## src/rtl/tl_mem_responder.sv

```systemverilog
// TL-UL device responder driving a single-port ROM/RAM macro, with an in-order response queue.
// Define TL_MEM_RO_EN for ROM mode: writes are rejected and mem_we_o is tied low.
module tl_mem_responder #(
    parameter int AW       = 17,
    parameter int DW       = 32,
    parameter int RspDepth = 2
) (
    input  logic              clk_i,
    input  logic              rst_ni,
    input  logic              tl_a_valid_i,
    input  logic [2:0]        tl_a_opcode_i,
    input  logic [2:0]        tl_a_param_i,
    input  logic [1:0]        tl_a_size_i,
    input  logic [7:0]        tl_a_source_i,
    input  logic [31:0]       tl_a_address_i,
    input  logic [DW/8-1:0]   tl_a_mask_i,
    input  logic [DW-1:0]     tl_a_data_i,
    output logic              tl_a_ready_o,
    output logic              tl_d_valid_o,
    output logic [2:0]        tl_d_opcode_o,
    output logic [1:0]        tl_d_size_o,
    output logic [7:0]        tl_d_source_o,
    output logic [DW-1:0]     tl_d_data_o,
    output logic              tl_d_error_o,
    input  logic              tl_d_ready_i,
    output logic              mem_req_o,
    output logic              mem_we_o,
    output logic [AW-3:0]     mem_addr_o,
    output logic [DW-1:0]     mem_wdata_o,
    output logic [DW/8-1:0]   mem_be_o,
    input  logic [DW-1:0]     mem_rdata_i
);

    localparam int MW   = DW / 8;
    localparam int PtrW = (RspDepth > 1) ? $clog2(RspDepth) : 1;
    localparam int CntW = $clog2(RspDepth + 1);

    localparam logic [2:0] OpPutFull    = 3'd0;
    localparam logic [2:0] OpPutPartial = 3'd1;
    localparam logic [2:0] OpGet        = 3'd4;

    // Handshakes: A fires on tl_a_valid_i & tl_a_ready_o, D fires on tl_d_valid_o & tl_d_ready_i;
    // a valid, once raised, holds its payload stable until the matching ready is seen.

    logic [2:0]      op_q   [RspDepth];
    logic [2:0]      op_d   [RspDepth];
    logic [1:0]      size_q [RspDepth];
    logic [1:0]      size_d [RspDepth];
    logic [7:0]      src_q  [RspDepth];
    logic [7:0]      src_d  [RspDepth];
    logic            err_q  [RspDepth];
    logic            err_d  [RspDepth];
    logic [DW-1:0]   data_q [RspDepth];
    logic [DW-1:0]   data_d [RspDepth];
    logic            pend_q [RspDepth];
    logic            pend_d [RspDepth];

    logic [PtrW-1:0] wr_ptr_q, wr_ptr_d;
    logic [PtrW-1:0] rd_ptr_q, rd_ptr_d;
    logic [CntW-1:0] count_q, count_d;

    logic            a_fire;
    logic            d_fire;
    logic            legal;
    logic            op_ok;
    logic            aligned;
    logic [MW-1:0]   lane_mask;
    logic            is_get;
    logic            unused_param;

    assign unused_param = ^tl_a_param_i;

    assign tl_a_ready_o = (count_q < CntW'(RspDepth));
    assign tl_d_valid_o = (count_q != '0);
    assign a_fire       = tl_a_valid_i & tl_a_ready_o;
    assign d_fire       = tl_d_valid_o & tl_d_ready_i;
    assign is_get       = (tl_a_opcode_i == OpGet);

    // Legality: the byte lanes a request may touch follow from size and the low address bits.
    always_comb begin
        lane_mask = '0;
        aligned   = 1'b0;
        case (tl_a_size_i)
            2'd0: begin
                lane_mask = MW'(1) << tl_a_address_i[1:0];
                aligned   = 1'b1;
            end
            2'd1: begin
                lane_mask = MW'(3) << {tl_a_address_i[1], 1'b0};
                aligned   = ~tl_a_address_i[0];
            end
            2'd2: begin
                lane_mask = '1;
                aligned   = (tl_a_address_i[1:0] == 2'b00);
            end
            default: begin
                lane_mask = '0;
                aligned   = 1'b0;
            end
        endcase
`ifdef TL_MEM_RO_EN
        op_ok = is_get;
`else
        op_ok = is_get || (tl_a_opcode_i == OpPutFull) || (tl_a_opcode_i == OpPutPartial);
`endif
        legal = op_ok && aligned
             && (tl_a_mask_i != '0)
             && ((tl_a_mask_i & ~lane_mask) == '0)
             && ((tl_a_opcode_i != OpPutFull) || (tl_a_mask_i == lane_mask))
             && (tl_a_address_i[31:AW] == '0);
    end

    assign mem_req_o   = a_fire & legal;
`ifdef TL_MEM_RO_EN
    assign mem_we_o    = 1'b0;
`else
    assign mem_we_o    = mem_req_o & ~is_get;
`endif
    assign mem_addr_o  = mem_req_o ? tl_a_address_i[AW-1:2] : '0;
    assign mem_wdata_o = mem_req_o ? tl_a_data_i : '0;
    assign mem_be_o    = mem_req_o ? tl_a_mask_i : '0;

    // Queue update. A pending read lands one cycle after its push; depth >= 2 guarantees the
    // slot being pushed this cycle is never the one still waiting for read data.
    always_comb begin
        op_d     = op_q;
        size_d   = size_q;
        src_d    = src_q;
        err_d    = err_q;
        data_d   = data_q;
        pend_d   = pend_q;
        wr_ptr_d = wr_ptr_q;
        rd_ptr_d = rd_ptr_q;
        count_d  = count_q;

        for (int i = 0; i < RspDepth; i++) begin
            if (pend_q[i]) begin
                data_d[i] = mem_rdata_i;
                pend_d[i] = 1'b0;
            end
        end

        if (a_fire) begin
            op_d[wr_ptr_q]   = is_get ? 3'd1 : 3'd0;
            size_d[wr_ptr_q] = tl_a_size_i;
            src_d[wr_ptr_q]  = tl_a_source_i;
            err_d[wr_ptr_q]  = ~legal;
            data_d[wr_ptr_q] = '0;
            pend_d[wr_ptr_q] = legal & is_get;
            wr_ptr_d = (wr_ptr_q == PtrW'(RspDepth - 1)) ? '0 : wr_ptr_q + PtrW'(1);
        end

        if (d_fire) begin
            rd_ptr_d = (rd_ptr_q == PtrW'(RspDepth - 1)) ? '0 : rd_ptr_q + PtrW'(1);
        end

        case ({a_fire, d_fire})
            2'b10:   count_d = count_q + CntW'(1);
            2'b01:   count_d = count_q - CntW'(1);
            default: count_d = count_q;
        endcase
    end

    always_ff @(posedge clk_i or negedge rst_ni) begin
        if (!rst_ni) begin
            for (int i = 0; i < RspDepth; i++) begin
                op_q[i]   <= '0;
                size_q[i] <= '0;
                src_q[i]  <= '0;
                err_q[i]  <= 1'b0;
                data_q[i] <= '0;
                pend_q[i] <= 1'b0;
            end
            wr_ptr_q <= '0;
            rd_ptr_q <= '0;
            count_q  <= '0;
        end else begin
            op_q     <= op_d;
            size_q   <= size_d;
            src_q    <= src_d;
            err_q    <= err_d;
            data_q   <= data_d;
            pend_q   <= pend_d;
            wr_ptr_q <= wr_ptr_d;
            rd_ptr_q <= rd_ptr_d;
            count_q  <= count_d;
        end
    end

    // D payload is forced to zero while the queue is empty.
    assign tl_d_opcode_o = tl_d_valid_o ? op_q[rd_ptr_q]   : '0;
    assign tl_d_size_o   = tl_d_valid_o ? size_q[rd_ptr_q] : '0;
    assign tl_d_source_o = tl_d_valid_o ? src_q[rd_ptr_q]  : '0;
    assign tl_d_error_o  = tl_d_valid_o ? err_q[rd_ptr_q]  : 1'b0;
    assign tl_d_data_o   = !tl_d_valid_o    ? '0 :
                           pend_q[rd_ptr_q] ? mem_rdata_i : data_q[rd_ptr_q];

endmodule

```

## config.mk

```make
export PLATFORM = sky130hd
export DESIGN_NAME = tl_mem_responder
export DESIGN_NICKNAME = d
export VERILOG_FILES = /design/src/rtl/tl_mem_responder.sv
export SDC_FILE = /design/constraint.sdc
export NUM_CORES = 1
export LEC_CHECK = 0
export CAP_MARGIN = 10
export CORE_UTILIZATION = 39
export CTS_CLUSTER_SIZE = 20
export DETAILED_ROUTE_END_ITERATION = 10
export GPL_TIMING_DRIVEN = 0
export PLACE_DENSITY = 0.78
export RECOVER_POWER = 25
export SYNTH_ARGS = -nofsm -noshare
export SYNTH_HDL_FRONTEND = slang
export SYNTH_SLANG_ARGS = --single-unit
export TNS_END_PERCENT = 30
```

## constraint.sdc

```tcl
create_clock -name clk_i -period 2.6 [get_ports clk_i]
set_clock_uncertainty 0.05 [all_clocks]
set_input_delay 0.52 -clock clk_i [delete_from_list [all_inputs] [get_ports clk_i]]
set_output_delay 0.52 -clock clk_i [all_outputs]
set_load 0.03 [all_outputs]
```

==> flow_summary.toml <==
[sta]
maxSlewViolCount = 0
hold_ws_ps = 294.6
fin_ws_ps = -659.2
finalSetupViolations = 63
min_period_ps = 3259
finalCritPeriodShare = 1.254
tightestPinTransition_ps = 1041
rsz0062_at_grt = "yes"
setup-tns-final_ps = -27290
relSlewSlack = 0.3061
finalHoldViolCount = 0
fmaxAchievable_ghz = 0.3068

[clocking]
cts_hold_buf = 0
cts_max_level = 3
cts_buffer_depth = 2
cts_tree = "yes"
ctsRootBufferMaster = "clkbuf_16"
clock_sinks = 94
path_clk_slew_ps = 60
cts_made_buffers = 9
clk_latency_ps = 340

[grt]
grt_pass1_wl_mm = 27.28
grt_max_degree = 77
antenna_found_initial = 0
track_usage = 0.2483
grt_pass1_vias = 5324
grt_overflow = 0

[final_layout]
ff_latch_area_sq_um = 2352
layout_commonest_cell = "nor2_1"
n_fill_cell = 1082
drive_gt1_frac = 0.3407
final_cell_mix = "112 x nor2_1, 108 x mux2i_1, 103 x clkdlybuf4s50_1"
area_growth_pct = 62.81
multi_input_area_sq_um = 3059
final_nets = 886
diodes = 0

[worst_setup_path]
crit_required_ps = 2030
crit_arrival_ps = 2690
crit_fanout = 5
cp-end-kind = "primary output"
critPathLaunchType = "input port"
path_class = "input port to primary output"

[logic_synthesis]
syn_avg_cell_area_sq_um = 10.27
synth_warnings = 0
synth_cells = 517
yosysSeqAreaShare = 0.4431
netlist_area_sq_um = 5309
async_flop_share = 1.000
synth_flop_cell = "dfrtp_1"
synth-edff-count = 0
yosysUniqueCellTypes = 38
ys_ff_latch = 94

[pwr]
vdd_drop_max_uv = 445.7
cellPowerDensity_nw_per_um2 = 612.9
finalPower_mw = 5.298
p_leak_nw = 3.954

[run]
max-cap-violations = 0

[die]
rows = 42
dieWidth_microns = 118.7
core-area_sq_um = 13240
die-area_sq_um = 14080
ios = 221
die_h_microns = 118.7
start_util = 0.4009

[drt]
antenna_left = 0
first_iter_violations = 295
routed_via_density = 5.283
dr.pass1.iters = 4
num_vias = 4977
wl_per_cell_microns = 18.29
routed_wl_mm = 17.23
drc = 0

[placed_design]
dp_hpwl_mm = 12.11
gp_congestion = 0.8119
io_buffer_count = 214

[status]
status = "complete, but fails checks"
violations = "negative setup slack"

[hold_path]
worstHoldPathType = "input port to async pin"
==> layer usage <==
metal | global-route usage | up-vias | wire, microns
met3 | 0.07046 | 27 | 1271
met5 | 0 | - | 0
met4 | 0.1005 | 0 | 416
li1 | - | 2290 | -
met2 | 0.4485 | 204 | 9044
met1 | 0.2716 | 2456 | 6500
==> cells by family (layout without fill, tap and decap cells) <==
group                      count (synthesis)  count (layout)  synth area share
AOI/OAI and AO/OA                         43              43           0.06175
xor gates and xnor gates                   5               5          0.008249
adders and majority gates                  5               5           0.01178
buffers and inverters                     51             299           0.05067
DFF                                       94              94            0.4431
muxes                                    131             131            0.2529
other                                      1               2         0.0007064
and+or+nand+nor                          187             187            0.1709
==> worst paths after layout <==
check | start | end | slack (ps) | depth (start not counted)
setup / recovery | tl_a_size_i[0] | mem_wdata_o[27] | -660 | 15
hold / removal | rst_ni | data_q[30] | 290 | 1
setup reg to reg | count_q[1] | data_q[54] | 420 | 7
max in group asynchronous | rst_ni | size_q[3] | 520 | 2
min in group clk_i | tl_a_size_i[1] | size_q[1] | 430 | 2
hold reg to reg | size_q[1] | size_q[1] | 460 | 1
==> Yosys cell counts (2+ instances only) <==
master,count,area share
and2_1,3,0.0035
mux2_2,22,0.047
ha_1,5,0.012
and3_1,46,0.054
and3_2,7,0.0099
buf_8,3,0.0085
mux2i_1,108,0.20
clkbuf_1,17,0.012
o21ai_0,4,0.0038
inv_1,4,0.0028
buf_2,17,0.016
a211oi_1,32,0.045
clkbuf_2,3,0.0028
nor4_2,2,0.0047
nor4_1,3,0.0035
buf_1,3,0.0021
nor2b_1,2,0.0024
nor2_1,114,0.081
a21oi_1,3,0.0028
xnor2_1,4,0.0066
nand2_1,2,0.0014
nand4_1,2,0.0024
dfrtp_1,94,0.44
buf_4,3,0.0042
==> critical path: stages <==
cell	delay (ps)
buf_12	100
inv_4	40
a21oi_2	100
o21ai_1	80
ha_2	180
nor4_2	250
nand4_1	190
a2111oi_4	350
buf_6	160
buf_6	100
buf_12	110
buf_12	100
buf_8	100
and3_4	170
buf_6	130
==> state kept, by name (all words and copies together) (netlist names) <==
signal    flops
count_q       2
data_q       64
err_q         2
op_q          2
pend_q        2
rd_ptr_q      1
size_q        4
src_q        16
wr_ptr_q      1
==> what timing repair did <==
item | CTS | global route
endpoints found under the setup margin | 102 | 88
setup buffers | 18 | 2
pin swaps | 24 | 28
resized for setup | 633 | 88
cloned | 3 | 0
==> power by group <==
part	switching, mW	leakage (nW)	internal, mW
sequential	0.124	1.25	1.67
clock	0.528	0.152	0.793
combinational	1.28	2.55	0.902
==> through the flow <==
stage	util	area, sq um	std cells	worst slack (ps)
after floorplan	-	5439	518	-215.1
after global placement	0.5891	7801	908	-2285
after detailed placement	0.5910	7826	909	-1747
after CTS	0.6457	8551	945	-635.3
after global routing	0.6527	8643	942	-769.2
final	0.6527	8643	942	-659.2
==> cell type report <==
cell class | instances | area share
clock buffer | 12 | 0.02968
tap | 176 | 0.02548
clock inverter | 4 | 0.005211
inverter | 4 | 0.002027
timing repair buffer | 233 | 0.2730
buffer | 46 | 0.03851
multi-input combinational | 373 | 0.3539
sequential | 94 | 0.2721
(Power assumes the default switching activity.)
